==> src/rtl/bcd_seg_scan.sv <==
// bcd_seg_scan: multiplexed seven-segment scanner for a packed BCD vector.
// Digits are scanned least significant first. Each digit stays enabled for
// PRESCALE cycles. New values are taken only at frame boundaries, so a frame
// never mixes old and new digits. Optional leading-zero blanking is provided.
module bcd_seg_scan #(
    parameter int DIGITS   = 4,
    parameter int PRESCALE = 4
) (
    input  logic                  clk,
    input  logic                  reset,
    input  logic                  load,
    input  logic [4*DIGITS-1:0]   digits_in,
    input  logic                  blank_lz,
    output logic [6:0]            seg,
    output logic [DIGITS-1:0]     an,
    output logic                  frame_start
);

    localparam int PW = (PRESCALE > 1) ? $clog2(PRESCALE) : 1;
    localparam int IW = (DIGITS > 1) ? $clog2(DIGITS) : 1;

    logic [PW-1:0]       pc;
    logic [IW-1:0]       idx;
    logic [4*DIGITS-1:0] shown;
    logic [4*DIGITS-1:0] pending;
    logic                pend_v;

    logic                pc_wrap;
    logic                idx_last;
    logic                boundary;
    logic [3:0]          cur_digit;
    logic                cur_lz;
    logic [DIGITS-1:0]   lz;
    logic [6:0]          seg_dec;
    logic [DIGITS-1:0]   an_nxt;

    assign pc_wrap  = (pc == PW'(PRESCALE - 1));
    assign idx_last = (idx == IW'(DIGITS - 1));
    assign boundary = pc_wrap && idx_last;

    // Prescaler and scan index; idx wrapping to 0 marks the frame boundary.
    always_ff @(posedge clk or negedge reset) begin
        if (!reset) begin
            pc  <= '0;
            idx <= '0;
        end else if (pc_wrap) begin
            pc  <= '0;
            idx <= idx_last ? '0 : idx + IW'(1);
        end else begin
            pc  <= pc + PW'(1);
        end
    end

    // Double-buffered snapshot: loads go to pending, shown changes only at boundaries.
    always_ff @(posedge clk or negedge reset) begin
        if (!reset) begin
            shown   <= '0;
            pending <= '0;
            pend_v  <= 1'b0;
        end else if (boundary) begin
            if (load) begin
                shown  <= digits_in;
                pend_v <= 1'b0;
            end else if (pend_v) begin
                shown  <= pending;
                pend_v <= 1'b0;
            end
        end else if (load) begin
            pending <= digits_in;
            pend_v  <= 1'b1;
        end
    end

    // Leading-zero map: lz[k] is set when digit k and every digit above it are zero.
    always_comb begin
        logic run;
        run = 1'b1;
        lz  = '0;
        for (int unsigned i = 0; i < DIGITS; i++) begin
            int unsigned j;
            j     = DIGITS - 1 - i;
            run   = run && (shown[4*j +: 4] == 4'd0);
            lz[j] = run;
        end
    end

    // Select the digit under the scan index and build the one-hot enable.
    always_comb begin
        cur_digit = 4'd0;
        cur_lz    = 1'b0;
        an_nxt    = '0;
        for (int unsigned i = 0; i < DIGITS; i++) begin
            if (idx == IW'(i)) begin
                cur_digit = shown[4*i +: 4];
                cur_lz    = (i != 0) && lz[i];
                an_nxt[i] = 1'b1;
            end
        end
    end

    // BCD to segment decode; codes 10..15 show a dash.
    always_comb begin
        case (cur_digit)
            4'd0:    seg_dec = 7'h3F;
            4'd1:    seg_dec = 7'h06;
            4'd2:    seg_dec = 7'h5B;
            4'd3:    seg_dec = 7'h4F;
            4'd4:    seg_dec = 7'h66;
            4'd5:    seg_dec = 7'h6D;
            4'd6:    seg_dec = 7'h7D;
            4'd7:    seg_dec = 7'h07;
            4'd8:    seg_dec = 7'h7F;
            4'd9:    seg_dec = 7'h6F;
            default: seg_dec = 7'h40;
        endcase
    end

    // Registered outputs, one cycle behind the scan state.
    always_ff @(posedge clk or negedge reset) begin
        if (!reset) begin
            seg         <= '0;
            an          <= '0;
            frame_start <= 1'b0;
        end else begin
            seg         <= (blank_lz && cur_lz) ? 7'h00 : seg_dec;
            an          <= an_nxt;
            frame_start <= (pc == '0) && (idx == '0);
        end
    end

endmodule

==> config.mk <==
export PLATFORM = sky130hd
export DESIGN_NAME = bcd_seg_scan
export DESIGN_NICKNAME = d
export VERILOG_FILES = /design/src/rtl/bcd_seg_scan.sv
export SDC_FILE = /design/constraint.sdc
export NUM_CORES = 1
export LEC_CHECK = 0
export CORE_AREA = 2 2 92 94
export DETAILED_ROUTE_END_ITERATION = 16
export DIE_AREA = 0 0 94 96
export HOLD_SLACK_MARGIN = 0.1
export PLACE_DENSITY = 0.55
export SYNTH_ARGS = -nofsm -noshare
export SYNTH_HDL_FRONTEND = slang
export SYNTH_SLANG_ARGS = --single-unit
==> constraint.sdc <==
create_clock -name clk -period 2.6 [get_ports clk]
set_input_delay 0.52 -clock clk [delete_from_list [all_inputs] [get_ports clk]]
set_output_delay 0.52 -clock clk [all_outputs]
set_load 0.02 [all_outputs]
==> results.cfg <==
[grt]
overflow = 0
grt_pass1_vias = 1513
grt_pass1_wl_um = 7200
grt_max_degree = 33
grt_antenna_before_repair = 0
gr-usage-all-layers_pct = 10.3

[floorplan]
dieArea_um2 = 9020
chipWidth_um = 94
io_pins = 32
core_um2 = 8050
placementRows = 33
start_util_pct = 28.9
chipHeight_um = 96

[finish]
fillers = 834
syn2layout_area_growth_pct = 22.6
drive_gt1_share_pct = 17.9
nNetsFinal = 259
seqCellArea_um2 = 1230
multi_input_area_um2 = 1010
diodes = 0
final_util_pct = 35.4
final_cell_count_no_fill = 334

[cts]
ctsHtreeMaxLevel = 2
cts_buffers = 5
cts_buffer_depth = 2
worstSkewPairLatency_ps = 300
cts_hold_buf = 0
cts_root_buf = clkbuf_8
clock-sinks = 49
clk_pin_slew_ps = 90
cts_tree = yes
cts_setup_buffers = 0
ctsResizeCount = 0

[yosys]
avgSynthCellArea_um2 = 11.9
async_flop_share_pct = 100
synth_top_flop_cell = dfrtp_1
synth_top_area_cell = dfrtp_1
synth_top_area_share_pct = 52.7
synth_warnings = 0
ys_ff_latch = 49
synth_area_um2 = 2330
synth_fp_nets = 226
netlist_instances = 195
yosysSeqAreaShare_pct = 52.7
synth_cell_types = 35
synth_edf_count = 0
ys_top_cells_by_area = dfrtp_1 53%, mux2i_1 8.2%, mux2_2 7.7%, ha_1 5.9%, nand2_1 4.2%

[timing]
tightest_slew_ps = 581
finalCritPeriodShare_pct = 83.6
slew_viol_final = 0
finalSetupTns_ps = 0
rsz0062_at_grt = no
hold_violations = 0
max_slew_margin_pct = 61.3
max_freq_mhz = 460
setup_viol = 0
skew_ps = 9.54
min_period_ps = 2170

[critical_path]
required_ps = 2780
cp_slowest_stage_delay_ps = 410
critical_path_class = reg -> reg
crit_slowest_cell = dfrtp_1
start_kind = register
cp-end-kind = register
crit_chain = inv_1 -> ha_1 -> nor2_4 -> o211ai_1 -> o221ai_1 -> inv_1 -> ha_1 -> nor2_1 -> a211o_1
critPathTopFamily = compound AO/OA/AOI/OAI gates
crit_fanout = 5
cp-startpoint = idx[0]
worstPathArrival_ps = 2360
r2r-start = idx[0]
crit_buf_inv = 2

[drt]
vias_per_cell = 4.44
wirelength_um = 4140
drt-initial-drc-count = 49
post_drt_wl_per_cell_um = 12.4
vias = 1484
first_pass_iters = 4
drc = 0
antenna_left = 0

[place]
place_congestion = 0.696
dpl.cell_count = 326
dp_hpwl_um = 3100
portBuffers = 31

[run]
cap_violations = 0

[worst_hold_path]
hp-class = in -> async

[power]
p_leak_nw = 1.25
peakVddDrop_mv = 0.263
p_per_area_nw_per_um2 = 551

[status]
status = finished clean
==> cell type report <==
| type | instances | area share, % |
|---|---|---|
| clock buffer | 5 | 2.41 |
| clock inverter | 3 | 0.789 |
| inverter | 9 | 1.18 |
| multi-input combinational | 128 | 35.4 |
| sequential | 49 | 43.0 |
| tap | 105 | 4.60 |
| timing repair buffer | 35 | 12.6 |
==> cell usage in the layout, fill, tap and decap left out, types with 3 or more instances in the layout <==
master           synthesis  routed
dfrtp_1                 49      49
clkdlybuf4s50_1          0      30
nand2_1                 26      26
mux2i_1                 19      19
o21ai_0                 18      18
mux2_2                  16      16
ha_1                    11      11
inv_1                    8       8
o211ai_1                 5       5
clkbuf_8                 0       5
nor2_1                   4       4
o22ai_1                  4       4
a21oi_1                  3       3
==> sequential cells by signal (all words and copies together) (netlist names) <==
name,count
an,4
frame_start,1
idx,2
pc,2
pend_v,1
pending,16
seg,7
shown,16
==> Yosys cell counts (2+ instances only) <==
master and instances:
a21oi_1 3, buf_4 2, buf_6 2, clkbuf_1 4, dfrtp_1 49, ha_1 11
inv_1 8, mux2_2 16, mux2i_1 19, nand2_1 26, nand2b_4 2, nand3_1 2
nor2_1 4, nor4_1 2, o211ai_1 5, o21ai_0 18, o22ai_1 4
==> routing by layer <==
metal | up-vias | GRT usage [%] | wire length [µm]
met5 | - | 0 | 0
met4 | 0 | 3.26 | 39
met3 | 5 | 2.43 | 147
met2 | 27 | 16.6 | 1940
met1 | 705 | 13.8 | 2010
li1 | 747 | - | -
==> power by group <==
group          total [mW]  internal (mW)  switching [mW]
registers           0.868          0.830          0.0380
clock network       0.438          0.191           0.247
logic               0.266          0.140           0.127
total                1.57           1.16           0.412
==> path summary, 6_finish.rpt <==
| path | endpoint | slack (ps) | cells after the start |
|---|---|---|---|
| worst max register to register | seg[6] | 430 | 9 |
| min in group clk | pc[0] | 480 | 1 |
| worst max-delay path | seg[6] | 430 | 9 |
| max in group asynchronous | shown[8] | 1850 | 2 |
| worst min register to register | pc[0] | 480 | 1 |
| worst min-delay path | pend_v | 220 | 1 |
==> stage by stage <==
stage,setup WS (ps),hold slack (ps),power (mW),instance area [µm²]
floorplan,691,224,1.03,2330
global placement,437,447,1.15,2760
detailed placement,431,472,1.16,2760
CTS,420,222,1.61,2850
global route,123,242,1.67,2850
finish,426,216,1.57,2850
==> cells by family (layout without fill, tap and decap cells) <==
logic type,after synthesis,count (layout),synth area share [%]
fa+ha+maj,11,11,5.91
buf+inv,18,52,3.92
simple gates,42,42,9.19
compound gates,40,40,12.4
mux,35,35,15.9
flops,49,49,52.7
Power figures use the tool's default switching activity.
